## config.mk

```make
export PLATFORM = sky130hd
export DESIGN_NAME = k_fifo_2deep
export DESIGN_NICKNAME = d
export VERILOG_FILES = /design/src/rtl/k_fifo_pkg.sv /design/src/rtl/k_fifo_2deep_mem.sv /design/src/rtl/k_fifo_2deep.sv
export SDC_FILE = /design/constraint.sdc
export NUM_CORES = 1
export LEC_CHECK = 0
export BUFFER_PORTS_ARGS = -buffer_cell sky130_fd_sc_hd__buf_2
export CAP_MARGIN = 15
export CORE_AREA = 5 5 49 51
export CTS_BUF_LIST = sky130_fd_sc_hd__clkbuf_8 sky130_fd_sc_hd__clkbuf_16
export CTS_CLUSTER_DIAMETER = 80
export DETAILED_ROUTE_END_ITERATION = 12
export DIE_AREA = 0 0 54 56
export PLACE_DENSITY = 0.75
export SLEW_MARGIN = 20
export SYNTH_ARGS = -nofsm -noshare
export SYNTH_HDL_FRONTEND = slang
export SYNTH_SLANG_ARGS = --single-unit
```

## constraint.sdc

```tcl
create_clock -name clk -period 3.8 [get_ports clk]
set_clock_uncertainty 0.05 [all_clocks]
set_input_delay 0.95 -clock clk [delete_from_list [all_inputs] [get_ports clk]]
set_output_delay 0.95 -clock clk [all_outputs]
set_load 0.01 [all_outputs]
```

## src/rtl/k_fifo_pkg.sv

```systemverilog
// Shared types and constants for the small k_fifo family.
// Pointers carry one wrap bit above the array address bits.
package k_fifo_pkg;
   localparam int PTR_W = 2;
   localparam int CNT_W = 2;

   typedef logic [PTR_W-1:0] ptr_t;
   typedef logic [CNT_W-1:0] cnt_t;
endpackage

```

## src/rtl/k_fifo_2deep_mem.sv

```systemverilog
// Two-entry register array: registered write, combinational read, no reset.
module k_fifo_2deep_mem #(
   parameter int DATA_W = 8
) (
   input  logic              clk,
   input  logic              we,
   input  logic              waddr,
   input  logic [DATA_W-1:0] wdata,
   input  logic              raddr,
   output logic [DATA_W-1:0] rdata
);
   logic [DATA_W-1:0] mem_q [2];

   always_ff @(posedge clk) begin
      if (we) begin
         mem_q[waddr] <= wdata;
      end
   end

   assign rdata = mem_q[raddr];
endmodule

```

## src/rtl/k_fifo_2deep.sv

```systemverilog
// Two-entry valid/ready FIFO; ready and flags come straight from pointer flops.
// in_ready ignores out_ready, so no combinational path crosses the FIFO.
module k_fifo_2deep
   import k_fifo_pkg::*;
#(
   parameter int DATA_W = 8
) (
   input  logic              clk,
   input  logic              rst_n,
   input  logic              flush,
   input  logic              in_valid,
   output logic              in_ready,
   input  logic [DATA_W-1:0] in_data,
   output logic              out_valid,
   input  logic              out_ready,
   output logic [DATA_W-1:0] out_data,
   output logic [CNT_W-1:0]  count,
   output logic              full,
   output logic              empty
);
   ptr_t wptr_q, wptr_d;
   ptr_t rptr_q, rptr_d;
   logic push;
   logic pop;

   assign empty     = (wptr_q == rptr_q);
   assign full      = (wptr_q[0] == rptr_q[0]) && (wptr_q[1] != rptr_q[1]);
   assign count     = cnt_t'(wptr_q - rptr_q);
   assign in_ready  = !full;
   assign out_valid = !empty;

   assign push = in_valid && in_ready;
   assign pop  = out_valid && out_ready;

   always_comb begin
      wptr_d = wptr_q;
      rptr_d = rptr_q;
      if (flush) begin
         wptr_d = '0;
         rptr_d = '0;
      end else begin
         if (push) wptr_d = wptr_q + ptr_t'(1);
         if (pop)  rptr_d = rptr_q + ptr_t'(1);
      end
   end

   always_ff @(posedge clk or negedge rst_n) begin
      if (!rst_n) begin
         wptr_q <= '0;
         rptr_q <= '0;
      end else begin
         wptr_q <= wptr_d;
         rptr_q <= rptr_d;
      end
   end

   // A flushed push is dropped, so the array is not written either.
   k_fifo_2deep_mem #(
      .DATA_W (DATA_W)
   ) u_mem (
      .clk   (clk),
      .we    (push && !flush),
      .waddr (wptr_q[0]),
      .wdata (in_data),
      .raddr (rptr_q[0]),
      .rdata (out_data)
   );
endmodule

```

==> impl_metrics.py <==
metrics = {
    "min_path": {
        "hp-class": "in -> async",
    },
    "sta": {
        "fin_ws_ns": 1.13,
        "setup_tns_ns": 0,
        "grt_setup_unrepaired": "false",
        "slew_headroom_pct": 67.9,
        "timing.fmax_mhz": 374,
        "hold_ws_ns": 0.440,
        "period_minus_slack_ns": 2.67,
        "tightest_slew_ns": 0.481,
        "final_hold_viol_count": 0,
        "final-setup-viol-count": 0,
        "fin_crit_sh_pct": 70.4,
        "slew_violations": 0,
    },
    "drt": {
        "wl_per_cell_um": 13.8,
        "drcViolationCount": 0,
        "vias_per_cell": 5.11,
        "first_iter_violations": 5,
        "wl_um": 1630,
        "vias": 603,
        "drt_first_pass_iters": 4,
        "antenna_left": 0,
    },
    "global_routing": {
        "grt_pass1_wl_um": 2750,
        "grt_usage_pct": 12.7,
        "first_global_vias": 637,
        "overflow": 0,
        "antenna_found_initial": 0,
        "grt_max_degree": 15,
    },
    "synth": {
        "synth.avg_cell_area_um2": 14.6,
        "synth_area_leaders": "edfxtp_1, dfrtp_1, mux2_2, mux2i_1, xnor2_2",
        "async_reset_ff_share_pct": 20.0,
        "synth_most_common_cell": "edfxtp_1",
        "netlist_instances": 63,
        "syn_area_um2": 918,
        "yosys_warnings": 0,
        "synth_top_area_share_pct": 52.3,
        "synth_edf_count": 16,
        "synth_commonest_cells": "edfxtp_1, mux2_2, dfrtp_1, nor2_1",
        "synth-seq-cells": 20,
        "synth_ff_type": "edfxtp_1",
        "synth_nets": 77,
        "netlist-cell-type-count": 26,
        "ys_seq_area_share_pct": 63.2,
        "synth_largest_area_cell": "edfxtp_1",
    },
    "die": {
        "rows": 16,
        "initial_core_util_pct": 48.3,
        "dieWidth_um": 54,
        "core_area_um2": 1900,
        "die_area_um2": 3020,
        "ioPinCount": 27,
        "die-height_um": 56,
    },
    "worst_setup_path": {
        "worstPathRequired_ns": 2.80,
        "slowest_stage": "ha_1",
        "worstPathMaxFanout": 14,
        "crit_arrival_ns": 1.67,
        "crit_path_end_kind": "output pin",
        "startpoint_type": "flop",
        "crit_buf_inv": 2,
        "path_cells": "ha_1 > nand2_1 > inv_1 > buf_2",
        "cpPeakStageDelay_ns": 0.58,
        "cp_top_family": "adder cells",
        "path_class": "reg -> out",
    },
    "clocking": {
        "cts_max_level": 1,
        "cts_sinks": 20,
        "post_cts.repair.setup_buffers": 0,
        "cts_inserted_buffers": 3,
        "cts.path.max_buffers": 2,
        "clk_pin_slew_ns": 0.07,
        "cts_tree": "yes",
        "clk_latency_ns": 0.25,
        "root_buffer": "clkbuf_8",
        "hold_buffers": 0,
        "ctsResizeCount": 0,
    },
    "finish": {
        "final_core_utilization_pct": 58.5,
        "final_nets": 107,
        "layout-drive-gt1-share_pct": 49.5,
        "antenna_cells": 0,
        "area_growth_pct": 21.1,
        "num-fill-cells": 160,
    },
    "outcome": {
        "outcome": "completed",
    },
    "run": {
        "maxCapViolCount": 0,
    },
    "power_and_ir_drop": {
        "p_per_area_nw_per_um2": 680,
        "total_power_mw": 0.757,
        "p_leak_nw": 0.467,
        "ir_drop_mv": 0.343,
    },
    "placed_design": {
        "gp_congestion": 0.733,
        "portBuffers": 26,
        "post-place-ws_ns": 1.39,
        "place_hpwl_um": 1210,
    },
}
[worst paths after layout]
kind	start	to	slack [ns]	cells after the start
setup / recovery	rptr_q[0]$_DFFE_PN0P_	empty	1.13	4
hold / removal	rst_n	wptr_q[0]$_DFFE_PN0P_	0.44	1
setup reg to reg	rptr_q[0]$_DFFE_PN0P_	u_mem.mem_q[1][3]$_DFFE_PP_	1.84	5
hold reg to reg	wptr_q[1]$_DFFE_PN0P_	wptr_q[1]$_DFFE_PN0P_	0.60	2
max in group asynchronous	rst_n	wptr_q[1]$_DFFE_PN0P_	3.14	1
min in group clk	wptr_q[1]$_DFFE_PN0P_	wptr_q[1]$_DFFE_PN0P_	0.60	2
[power breakdown]
| group | total (mW) | internal, mW | switching (mW) |
|---|---|---|---|
| clock network | 0.132 | 0.0704 | 0.0614 |
| registers | 0.307 | 0.274 | 0.0333 |
| logic | 0.318 | 0.146 | 0.172 |
[worst register-to-register path: stages, from the launching register on]
cell and delay [ns]:
dfrtp_1 0.64, ha_1 0.44, inv_4 0.13, o21ai_2 0.07, nor3_1 0.14, buf_4 0.21
[metrics by stage]
step                      area [um2]  std cells
after floorplan                  918         63
after global placement          1070        115
after detailed placement        1070        115
after CTS                       1110        118
after global routing            1110        118
final                           1110        118
[final cells by class]
class / count / area (um2) / share of cell area (%)
Multi-Input combinational cell: 36 / 294 / 26.4
Sequential cell: 20 / 581 / 52.2
Inverter: 4 / 17.5 / 1.57
Timing Repair Buffer: 28 / 145 / 13.0
Tap cell: 27 / 33.8 / 3.04
Clock buffer: 3 / 41.3 / 3.71
[flip-flops by register name, indices dropped and copies added (netlist names)]
signal	count
rptr_q	2
wptr_q	2
u_mem.mem_q	16
[routing by layer]
metal	vias up	global-route usage [%]	share of wire (%)	wire (um)
li1	293	-	-	-
met1	287	15.5	42	691
met2	19	20.1	51	824
met3	4	4.02	5.5	89
met4	0	5.34	1.4	22
met5	-	0	0	0
[cell families after synthesis]
group,share of synthesized area [%]
buffers and inverters,4.77
DFF,63.2
xor gates and xnor gates,2.73
AOI/OAI and AO/OA,5.72
muxes,12.0
adders and majority gates,1.36
and+or+nand+nor,10.2
[cells in the final DEF (no fill, tap or decap), types with 2 or more instances in the layout]
| master | n |
|---|---|
| dfrtp_1 | 4 |
| nor3_1 | 2 |
| nor3b_1 | 2 |
| inv_1 | 2 |
| nand2_1 | 2 |
| buf_2 | 26 |
| a31oi_1 | 2 |
| a21oi_1 | 2 |
| buf_4 | 2 |
| mux2i_1 | 2 |
| mux2_2 | 8 |
| nand3_1 | 2 |
| clkbuf_8 | 3 |
| edfxtp_1 | 16 |
| nor2_1 | 4 |
(Power assumes the default switching activity.)
